`src/rtl/uart_link_pkg.sv`:
```
// -----------------------------------------------------------------------------
// uart_link_pkg
// Shared definitions for the switch-to-switch UART link (receiver and
// transmitter): default widths, payload field offsets and the receiver
// state encoding.
//
// Optional feature macro: UART_RX_PARITY_EN adds the PARITY state.
// -----------------------------------------------------------------------------
package uart_link_pkg;

  localparam int DEFAULT_CLKS_PER_BIT = 16;
  localparam int DEFAULT_DATA_W       = 4;
  localparam int DEFAULT_ADDR_W       = 2;

  // Payload layout, LSB first on the wire: data, then destination, then origin.
  localparam int DATA_LSB = 0;
  localparam int DEST_LSB = DATA_LSB + DEFAULT_DATA_W;
  localparam int ORIG_LSB = DEST_LSB + DEFAULT_ADDR_W;

  // Field offsets for non-default widths.
  function automatic int dest_lsb(input int data_w);
    return DATA_LSB + data_w;
  endfunction

  function automatic int orig_lsb(input int data_w, input int addr_w);
    return DATA_LSB + data_w + addr_w;
  endfunction

  typedef enum logic [2:0] {
    IDLE,
    START,
    DATA,
`ifdef UART_RX_PARITY_EN
    PARITY,
`endif
    STOP
  } rx_state_t;

endpackage

```
`src/rtl/uart_packet_receiver_if.sv`:
```
// -----------------------------------------------------------------------------
// uart_packet_receiver_if
// Bundles the serial line, the board ID and the decoded-frame outputs of the
// UART packet receiver.
//   master : the receiver (consumes rx/local_id, drives the frame outputs)
//   slave  : the link controller / board side (drives rx/local_id)
// Signals:
//   rx, local_id                        - serial line and this board's ID
//   rx_data, rx_origin, rx_dest         - fields of the last good frame
//   display_data                        - data of the last matching frame
//   frame_valid, addr_match             - good-frame strobes
//   frame_error, parity_error           - error strobes
//   busy                                - receiver not in IDLE
// -----------------------------------------------------------------------------
interface uart_packet_receiver_if
  import uart_link_pkg::*;
#(
  parameter int DATA_W = DEFAULT_DATA_W,
  parameter int ADDR_W = DEFAULT_ADDR_W
);

  logic              rx;
  logic [ADDR_W-1:0] local_id;
  logic [DATA_W-1:0] rx_data;
  logic [ADDR_W-1:0] rx_origin;
  logic [ADDR_W-1:0] rx_dest;
  logic [DATA_W-1:0] display_data;
  logic              frame_valid;
  logic              addr_match;
  logic              frame_error;
  logic              parity_error;
  logic              busy;

  modport master (
    input  rx, local_id,
    output rx_data, rx_origin, rx_dest, display_data,
           frame_valid, addr_match, frame_error, parity_error, busy
  );

  modport slave (
    output rx, local_id,
    input  rx_data, rx_origin, rx_dest, display_data,
           frame_valid, addr_match, frame_error, parity_error, busy
  );

endinterface

```
`src/rtl/uart_rx_sync.sv`:
```
// -----------------------------------------------------------------------------
// uart_rx_sync
// Two-flop synchroniser for the asynchronous serial line plus a falling-edge
// detector against a third registered copy.
// Ports:
//   clk, reset  - system clock, async active-high reset
//   rx          - raw serial line (idles high)
//   rx_line     - synchronised line
//   fall_edge   - high for one cycle after rx_line goes 1 -> 0
// -----------------------------------------------------------------------------
module uart_rx_sync (
  input  logic clk,
  input  logic reset,
  input  logic rx,
  output logic rx_line,
  output logic fall_edge
);

  logic rx_meta;
  logic rx_prev;

  // Reset to the idle level so leaving reset never looks like a start bit.
  // NOTE: sequential state uses non-blocking assignments so every flop samples
  // the pre-edge value of its neighbour; blocking here would collapse the chain.
  always_ff @(posedge clk or posedge reset) begin
    if (reset) begin
      rx_meta <= 1'b1;
      rx_line <= 1'b1;
      rx_prev <= 1'b1;
    end else begin
      rx_meta <= rx;
      rx_line <= rx_meta;
      rx_prev <= rx_line;
    end
  end

  assign fall_edge = rx_prev & ~rx_line;

endmodule

```
`src/rtl/uart_packet_receiver.sv`:
```
// -----------------------------------------------------------------------------
// uart_packet_receiver
// Receives one asynchronous frame (start, FRAME_W payload bits LSB first,
// optional even parity, stop), splits the payload into data / destination /
// origin, and latches matching data onto the display register.
//
// Optional feature macro: UART_RX_PARITY_EN
//   defined   - an even-parity bit follows the payload; a mismatch pulses
//               parity_error and discards the frame.
//   undefined - no parity bit; parity_error is constant 0.
//
// Ports:
//   clk    - system clock, all logic on posedge
//   reset  - asynchronous active-high reset
//   bus    - uart_packet_receiver_if.master (rx, local_id in; frame fields,
//            strobes and busy out)
// -----------------------------------------------------------------------------
module uart_packet_receiver
  import uart_link_pkg::*;
#(
  parameter int CLKS_PER_BIT = DEFAULT_CLKS_PER_BIT,
  parameter int DATA_W       = DEFAULT_DATA_W,
  parameter int ADDR_W       = DEFAULT_ADDR_W
) (
  input  logic                   clk,
  input  logic                   reset,
  uart_packet_receiver_if.master bus
);

  localparam int FRAME_W  = DATA_W + 2 * ADDR_W;
  localparam int BAUD_W   = $clog2(CLKS_PER_BIT);
  localparam int BIT_W    = $clog2(FRAME_W + 1);
  localparam int DEST_OFF = dest_lsb(DATA_W);
  localparam int ORIG_OFF = orig_lsb(DATA_W, ADDR_W);

  localparam logic [BAUD_W-1:0] HALF_LAST = BAUD_W'(CLKS_PER_BIT / 2 - 1);
  localparam logic [BAUD_W-1:0] FULL_LAST = BAUD_W'(CLKS_PER_BIT - 1);
  localparam logic [BIT_W-1:0]  BIT_LAST  = BIT_W'(FRAME_W - 1);

  rx_state_t          state;
  rx_state_t          state_next;
  logic [BAUD_W-1:0]  baud_cnt;
  logic [BIT_W-1:0]   bit_idx;
  logic [FRAME_W-1:0] payload;

  logic rx_line;
  logic fall_edge;

  logic baud_clr;
  logic bit_clr;
  logic shift_en;
  logic done_good;
  logic done_ferr;
  logic parity_bad;
  logic dest_hit;

`ifdef UART_RX_PARITY_EN
  logic parity_bit;
  logic par_load;
  logic done_perr;
  // Even parity: the parity bit equals the XOR of the payload bits.
  assign parity_bad = (parity_bit != ^payload);
`else
  assign parity_bad = 1'b0;
`endif

  uart_rx_sync u_sync (
    .clk       (clk),
    .reset     (reset),
    .rx        (bus.rx),
    .rx_line   (rx_line),
    .fall_edge (fall_edge)
  );

  wire tick_half = (baud_cnt == HALF_LAST);
  wire tick_full = (baud_cnt == FULL_LAST);

  assign dest_hit = (payload[DEST_OFF +: ADDR_W] == bus.local_id);
  assign bus.busy = (state != IDLE);

  // ---------------------------------------------------------------------------
  // Next-state and control decode
  // ---------------------------------------------------------------------------
  // NOTE: every signal written here gets a default first; a path that leaves
  // one unassigned would infer a latch.
  always_comb begin
    state_next = state;
    baud_clr   = 1'b0;
    bit_clr    = 1'b0;
    shift_en   = 1'b0;
    done_good  = 1'b0;
    done_ferr  = 1'b0;
`ifdef UART_RX_PARITY_EN
    par_load   = 1'b0;
    done_perr  = 1'b0;
`endif
    unique case (state)
      IDLE: begin
        if (fall_edge) begin
          state_next = START;
          baud_clr   = 1'b1;
          bit_clr    = 1'b1;
        end
      end
      START: begin
        // Mid-start-bit re-check rejects glitches shorter than half a bit.
        if (tick_half) begin
          baud_clr   = 1'b1;
          state_next = rx_line ? IDLE : DATA;
        end
      end
      DATA: begin
        if (tick_full) begin
          baud_clr = 1'b1;
          shift_en = 1'b1;
          if (bit_idx == BIT_LAST) begin
`ifdef UART_RX_PARITY_EN
            state_next = PARITY;
`else
            state_next = STOP;
`endif
          end
        end
      end
`ifdef UART_RX_PARITY_EN
      PARITY: begin
        if (tick_full) begin
          baud_clr   = 1'b1;
          par_load   = 1'b1;
          state_next = STOP;
        end
      end
`endif
      STOP: begin
        if (tick_full) begin
          baud_clr   = 1'b1;
          state_next = IDLE;
          done_ferr  = ~rx_line;
          done_good  = rx_line & ~parity_bad;
`ifdef UART_RX_PARITY_EN
          done_perr  = parity_bad;
`endif
        end
      end
      default: state_next = IDLE;
    endcase
  end

  // ---------------------------------------------------------------------------
  // State, counters and payload shift register
  // ---------------------------------------------------------------------------
  always_ff @(posedge clk or posedge reset) begin
    if (reset) begin
      state    <= IDLE;
      baud_cnt <= '0;
      bit_idx  <= '0;
      // NOTE: the payload is reset along with the control state even though
      // it is fully rewritten per frame, so no X ever reaches dest_hit.
      payload  <= '0;
    end else begin
      state <= state_next;
      if (baud_clr || state == IDLE) baud_cnt <= '0;
      else                           baud_cnt <= baud_cnt + 1'b1;
      if (bit_clr)       bit_idx <= '0;
      else if (shift_en) bit_idx <= bit_idx + 1'b1;
      // LSB arrives first, so shifting in from the top leaves bit 0 at [0].
      if (shift_en) payload <= {rx_line, payload[FRAME_W-1:1]};
    end
  end

  // ---------------------------------------------------------------------------
  // Registered outputs: visible the cycle after the stop-bit sample
  // ---------------------------------------------------------------------------
  always_ff @(posedge clk or posedge reset) begin
    if (reset) begin
      bus.rx_data      <= '0;
      bus.rx_origin    <= '0;
      bus.rx_dest      <= '0;
      bus.display_data <= '0;
      bus.frame_valid  <= 1'b0;
      bus.addr_match   <= 1'b0;
      bus.frame_error  <= 1'b0;
    end else begin
      bus.frame_valid <= done_good;
      bus.addr_match  <= done_good & dest_hit;
      bus.frame_error <= done_ferr;
      if (done_good) begin
        bus.rx_data   <= payload[DATA_LSB +: DATA_W];
        bus.rx_dest   <= payload[DEST_OFF +: ADDR_W];
        bus.rx_origin <= payload[ORIG_OFF +: ADDR_W];
        // Non-matching frames leave the display untouched.
        if (dest_hit) bus.display_data <= payload[DATA_LSB +: DATA_W];
      end
    end
  end

`ifdef UART_RX_PARITY_EN
  always_ff @(posedge clk or posedge reset) begin
    if (reset) begin
      parity_bit       <= 1'b0;
      bus.parity_error <= 1'b0;
    end else begin
      if (par_load) parity_bit <= rx_line;
      bus.parity_error <= done_perr;
    end
  end
`else
  assign bus.parity_error = 1'b0;
`endif

endmodule

```
`src/flat_wrapper.sv`:
```
// flat-port wrapper written by rule: the top's interface ports become plain ports
module uart_packet_receiver_flat import uart_link_pkg::*;
#(
  parameter int CLKS_PER_BIT = DEFAULT_CLKS_PER_BIT,
  parameter int DATA_W       = DEFAULT_DATA_W,
  parameter int ADDR_W       = DEFAULT_ADDR_W
)
  (clk, reset, bus_rx, bus_local_id, bus_rx_data, bus_rx_origin, bus_rx_dest, bus_display_data, bus_frame_valid, bus_addr_match, bus_frame_error, bus_parity_error, bus_busy);
  uart_packet_receiver_if #(.DATA_W(DATA_W), .ADDR_W(ADDR_W)) bus_i ();
  input  logic clk;
  input  logic reset;
  input wire logic [$bits(bus_i.rx)-1:0] bus_rx;
  input wire logic [$bits(bus_i.local_id)-1:0] bus_local_id;
  output wire logic [$bits(bus_i.rx_data)-1:0] bus_rx_data;
  output wire logic [$bits(bus_i.rx_origin)-1:0] bus_rx_origin;
  output wire logic [$bits(bus_i.rx_dest)-1:0] bus_rx_dest;
  output wire logic [$bits(bus_i.display_data)-1:0] bus_display_data;
  output wire logic [$bits(bus_i.frame_valid)-1:0] bus_frame_valid;
  output wire logic [$bits(bus_i.addr_match)-1:0] bus_addr_match;
  output wire logic [$bits(bus_i.frame_error)-1:0] bus_frame_error;
  output wire logic [$bits(bus_i.parity_error)-1:0] bus_parity_error;
  output wire logic [$bits(bus_i.busy)-1:0] bus_busy;
  assign bus_i.rx = bus_rx;
  assign bus_i.local_id = bus_local_id;
  assign bus_rx_data = bus_i.rx_data;
  assign bus_rx_origin = bus_i.rx_origin;
  assign bus_rx_dest = bus_i.rx_dest;
  assign bus_display_data = bus_i.display_data;
  assign bus_frame_valid = bus_i.frame_valid;
  assign bus_addr_match = bus_i.addr_match;
  assign bus_frame_error = bus_i.frame_error;
  assign bus_parity_error = bus_i.parity_error;
  assign bus_busy = bus_i.busy;
  uart_packet_receiver #(.CLKS_PER_BIT(CLKS_PER_BIT), .DATA_W(DATA_W), .ADDR_W(ADDR_W)) u_core (.clk(clk), .reset(reset), .bus(bus_i));
endmodule
```
`config.mk`:
```
export PLATFORM = sky130hd
export DESIGN_NAME = uart_packet_receiver_flat
export DESIGN_NICKNAME = d
export VERILOG_FILES = /design/src/rtl/uart_link_pkg.sv /design/src/rtl/uart_packet_receiver_if.sv /design/src/rtl/uart_rx_sync.sv /design/src/rtl/uart_packet_receiver.sv /design/src/flat_wrapper.sv
export SDC_FILE = /design/constraint.sdc
export NUM_CORES = 1
export LEC_CHECK = 0
export ABC_CLOCK_PERIOD_IN_PS = 2200
export BUFFER_PORTS_ARGS = -buffer_cell sky130_fd_sc_hd__clkbuf_2
export CORE_UTILIZATION = 55
export CTS_CLUSTER_DIAMETER = 150
export DETAILED_ROUTE_END_ITERATION = 16
export HOLD_SLACK_MARGIN = 0.15
export PLACE_DENSITY = 0.77
export SLEW_MARGIN = 20
export SYNTH_ARGS = -nofsm -noshare
export SYNTH_HDL_FRONTEND = slang
export SYNTH_HIERARCHICAL = 1
export SYNTH_SLANG_ARGS = --single-unit
```
`constraint.sdc`:
```
create_clock -name clk -period 2.2 [get_ports clk]
set_input_delay 0.22 -clock clk [delete_from_list [all_inputs] [get_ports clk]]
set_output_delay 0.22 -clock clk [all_outputs]
set_load 0.03 [all_outputs]
```
==> flow_metrics.py <==
metrics = {
    "run_status": {
        "status": "finished, final reports clean",
    },
    "clocking": {
        "clk_latency_ns": 0.33,
        "cts_inserted_buffers": 5,
        "cts.clk_slew.worst_paths_ns": 0.10,
        "htreeDepth": 2,
        "cts_resized": 0,
        "clockBufferDepth": 2,
        "root_buffer": "clkbuf_4",
        "cts_tree": "built",
        "cts.sinks": 36,
        "cts_setup_buffers": 0,
        "hold_buffers": 2,
    },
    "pwr": {
        "ir_worst_vdd_v": 0.000543,
        "leakagePower_nw": 0.871,
        "p_per_area_nw_per_um2": 637,
        "power.total_mw": 1.09,
    },
    "synthesis": {
        "yosys_warnings": 6,
        "yosys.area_share.simple": 0.115,
        "synth-main-ff-cell": "dfrtp_1",
        "synth_top_family_by_area": "multiplexers",
        "postSynth.asyncResetShare": 1.00,
        "syn_inst": 112,
        "synth-edff-count": 0,
        "syn_area_um2": 1520,
        "ys_types": 32,
        "synthMuxAreaShare": 0.162,
        "synth_nets": 119,
        "synth-seq-cells": 36,
        "yosys.area_share.adder": 0.0165,
        "synth-seq-area-share": 0.596,
        "synthXorXnorAreaFrac": 0.0289,
        "synth_compound_area_frac": 0.0486,
        "avgSynthCellArea_um2": 13.6,
    },
    "detailed_routing": {
        "drt_wl_total_um": 2340,
        "drt_first_pass_iters": 4,
        "drtIter0Drc": 5,
        "dr_total_vias": 901,
        "via_per_inst": 5.36,
        "drc": 0,
        "wl_per_cell_um": 13.9,
        "detail-route-antenna-nets": 0,
    },
    "grt": {
        "antenna_found_initial": 0,
        "grt_start_max_net_pins": 34,
        "gr-total-overflow": 0,
        "grt_use_total": 0.190,
        "grt_pass1_vias": 864,
        "grt_pass1_wl_um": 3770,
    },
    "placed_design": {
        "io_buffer_count": 20,
        "routabilityCongestion": 0.779,
        "dp.cells": 158,
        "hpwl_um": 1660,
    },
    "critical_path": {
        "worst-endpoint-arrival_ns": 2.09,
        "worstReg2RegStart": "u_core/baud_cnt[0]$_DFF_PP0_",
        "worstSetupPathType": "register to register",
        "rrSetupSlack_ns": 0.33,
        "startpoint_type": "register",
        "rr_worst_depth": 4,
        "end_kind": "register",
        "r2r-end": "u_core/bus.display_data[3]$_DFFE_PP0P_",
        "cp.required_ns": 2.42,
        "worstPathMaxFanout": 8,
    },
    "die": {
        "chipWidth_um": 54.5,
        "die_area_um2": 2970,
        "core_um2": 2540,
        "die_h_um": 54.5,
        "num_rows": 18,
        "ios": 22,
        "start_util": 0.596,
    },
    "finish": {
        "diodes": 0,
        "nNetsFinal": 144,
        "syn_to_final_growth_pct": 13.2,
        "layout.cells.non_filler": 168,
        "fillers": 201,
        "regArea_um2": 905,
        "multi_input_area_um2": 567,
        "drive_above_1_share": 0.442,
    },
    "timing": {
        "finalCritPeriodShare": 0.850,
        "finalCriticalPeriod_ns": 1.87,
        "setup_tns_ns": 0,
        "skew_ns": 0.00613,
        "drv_slew": 0,
        "setup_viol": 0,
        "hold_violations": 0,
        "rsz0062_at_grt": "false",
        "fmax_mhz": 535,
    },
    "run": {
        "drv_cap": 0,
    },
    "hold_path": {
        "whs_endpoint": "u_core/bus.addr_match$_DFF_PP0_",
        "hold_depth": 3,
        "worstHoldPathType": "primary input to register",
        "hp-start": "bus_local_id[0]",
    },
}
cell families (layout without fill, tap and decap cells):
family | Yosys count | in the layout
DFF | 36 | 36
buffers and inverters | 10 | 36
and+or+nand+nor | 25 | 25
AOI/OAI and AO/OA | 11 | 11
muxes | 22 | 22
xor gates and xnor gates | 5 | 5
other | 1 | 1
adders and majority gates | 2 | 2
synth_stat cells (2+ instances only):
| library cell | count | area share |
|---|---|---|
| dfrtp_1 | 33 | 0.54 |
| mux2_2 | 21 | 0.16 |
| inv_1 | 5 | 0.012 |
| nand3_1 | 5 | 0.016 |
| nor2_1 | 5 | 0.012 |
| a21oi_1 | 4 | 0.013 |
| buf_2 | 4 | 0.013 |
| dfstp_2 | 3 | 0.052 |
| xor2_1 | 3 | 0.017 |
| a41oi_1 | 2 | 0.012 |
| ha_1 | 2 | 0.016 |
| nand2b_1 | 2 | 0.0082 |
| nor2_2 | 2 | 0.0082 |
| o21ai_0 | 2 | 0.0066 |
| xnor2_1 | 2 | 0.012 |
metal layers:
metal | track usage | routed length [um] | vias to the layer above
li1 | - | - | 437
met1 | 0.239 | 1130 | 442
met2 | 0.297 | 1110 | 17
met3 | 0.0583 | 68 | 5
met4 | 0.0897 | 34 | 0
met5 | 0 | 0 | -
where the power goes:
group / total [mW] / internal, mW / leakage [nW] / switching (mW)
Sequential: 0.682 / 0.672 / 0.491 / 0.00990
Clock: 0.359 / 0.156 / 0.0315 / 0.203
Combinational: 0.0533 / 0.0188 / 0.348 / 0.0345
final cells by class:
type / instances / area share
Clock buffer: 7 / 0.0320
Clock inverter: 1 / 0.00437
Inverter: 5 / 0.0109
Multi-Input combinational cell: 66 / 0.330
Sequential cell: 36 / 0.527
Tap cell: 30 / 0.0218
Timing Repair Buffer: 23 / 0.0743
cell usage in the layout (no fill, tap or decap), types with 2 or more instances in the layout:
cell,Yosys,layout
clkbuf_4,0,5
xnor2_1,2,2
nor2_1,5,5
clkbuf_2,0,20
nand3_1,5,5
mux2_2,21,21
ha_1,2,2
o21ai_0,2,2
a41oi_1,2,2
xor2_1,3,3
inv_1,5,5
a21oi_1,4,4
dlygate4sd3_1,0,2
nand2b_1,2,2
nor2_2,2,2
dfstp_2,3,3
dfrtp_1,33,33
worst max path at each step:
| stage | startpoint | end | cells after the start |
|---|---|---|---|
| after floorplan | u_core/baud_cnt[0]$_DFF_PP0_ | u_core/bus.display_data[0]$_DFFE_PP0P_ | 5 |
| after global placement | u_core/baud_cnt[0]$_DFF_PP0_ | u_core/bus.display_data[3]$_DFFE_PP0P_ | 4 |
| after detailed placement | u_core/baud_cnt[0]$_DFF_PP0_ | u_core/bus.display_data[3]$_DFFE_PP0P_ | 4 |
| after CTS | u_core/baud_cnt[0]$_DFF_PP0_ | u_core/bus.display_data[3]$_DFFE_PP0P_ | 4 |
| after global routing | u_core/baud_cnt[0]$_DFF_PP0_ | u_core/bus.display_data[3]$_DFFE_PP0P_ | 4 |
| final | u_core/baud_cnt[0]$_DFF_PP0_ | u_core/bus.display_data[3]$_DFFE_PP0P_ | 4 |
sequential cells by signal (all words and copies together) (netlist names):
register and count:
u_core/u_sync/rx_meta 1, u_core/bus.addr_match 1, u_core/payload 8, u_core/bus.rx_data 4, u_core/bus.frame_valid 1, u_core/bus.frame_error 1
u_core/bus.display_data 4, u_core/bit_idx 4, u_core/bus.rx_origin 2, u_core/bus.rx_dest 2, u_core/baud_cnt 4, u_core/u_sync/rx_prev 1
u_core/u_sync/rx_line 1, u_core/state 2
worst max-delay path: stages, from the launching register on:
cell and delay (ns):
dfrtp_1 0.38, ha_1 0.33, nand3_1 0.20, nor4_4 0.46, mux2_2 0.39
stage by stage:
step / worst slack (ns) / hold slack (ns) / util / cell area (um^2)
after global placement: 0.393 / 0.263 / 0.643 / 1640
after detailed placement: 0.332 / 0.269 / 0.643 / 1640
after floorplan: 0.563 / 0.153 / - / 1520
final: 0.331 / 0.349 / 0.675 / 1720
after global routing: 0.233 / 0.347 / 0.675 / 1720
after CTS: 0.305 / 0.345 / 0.675 / 1720
Power figures use the tool's default switching activity.
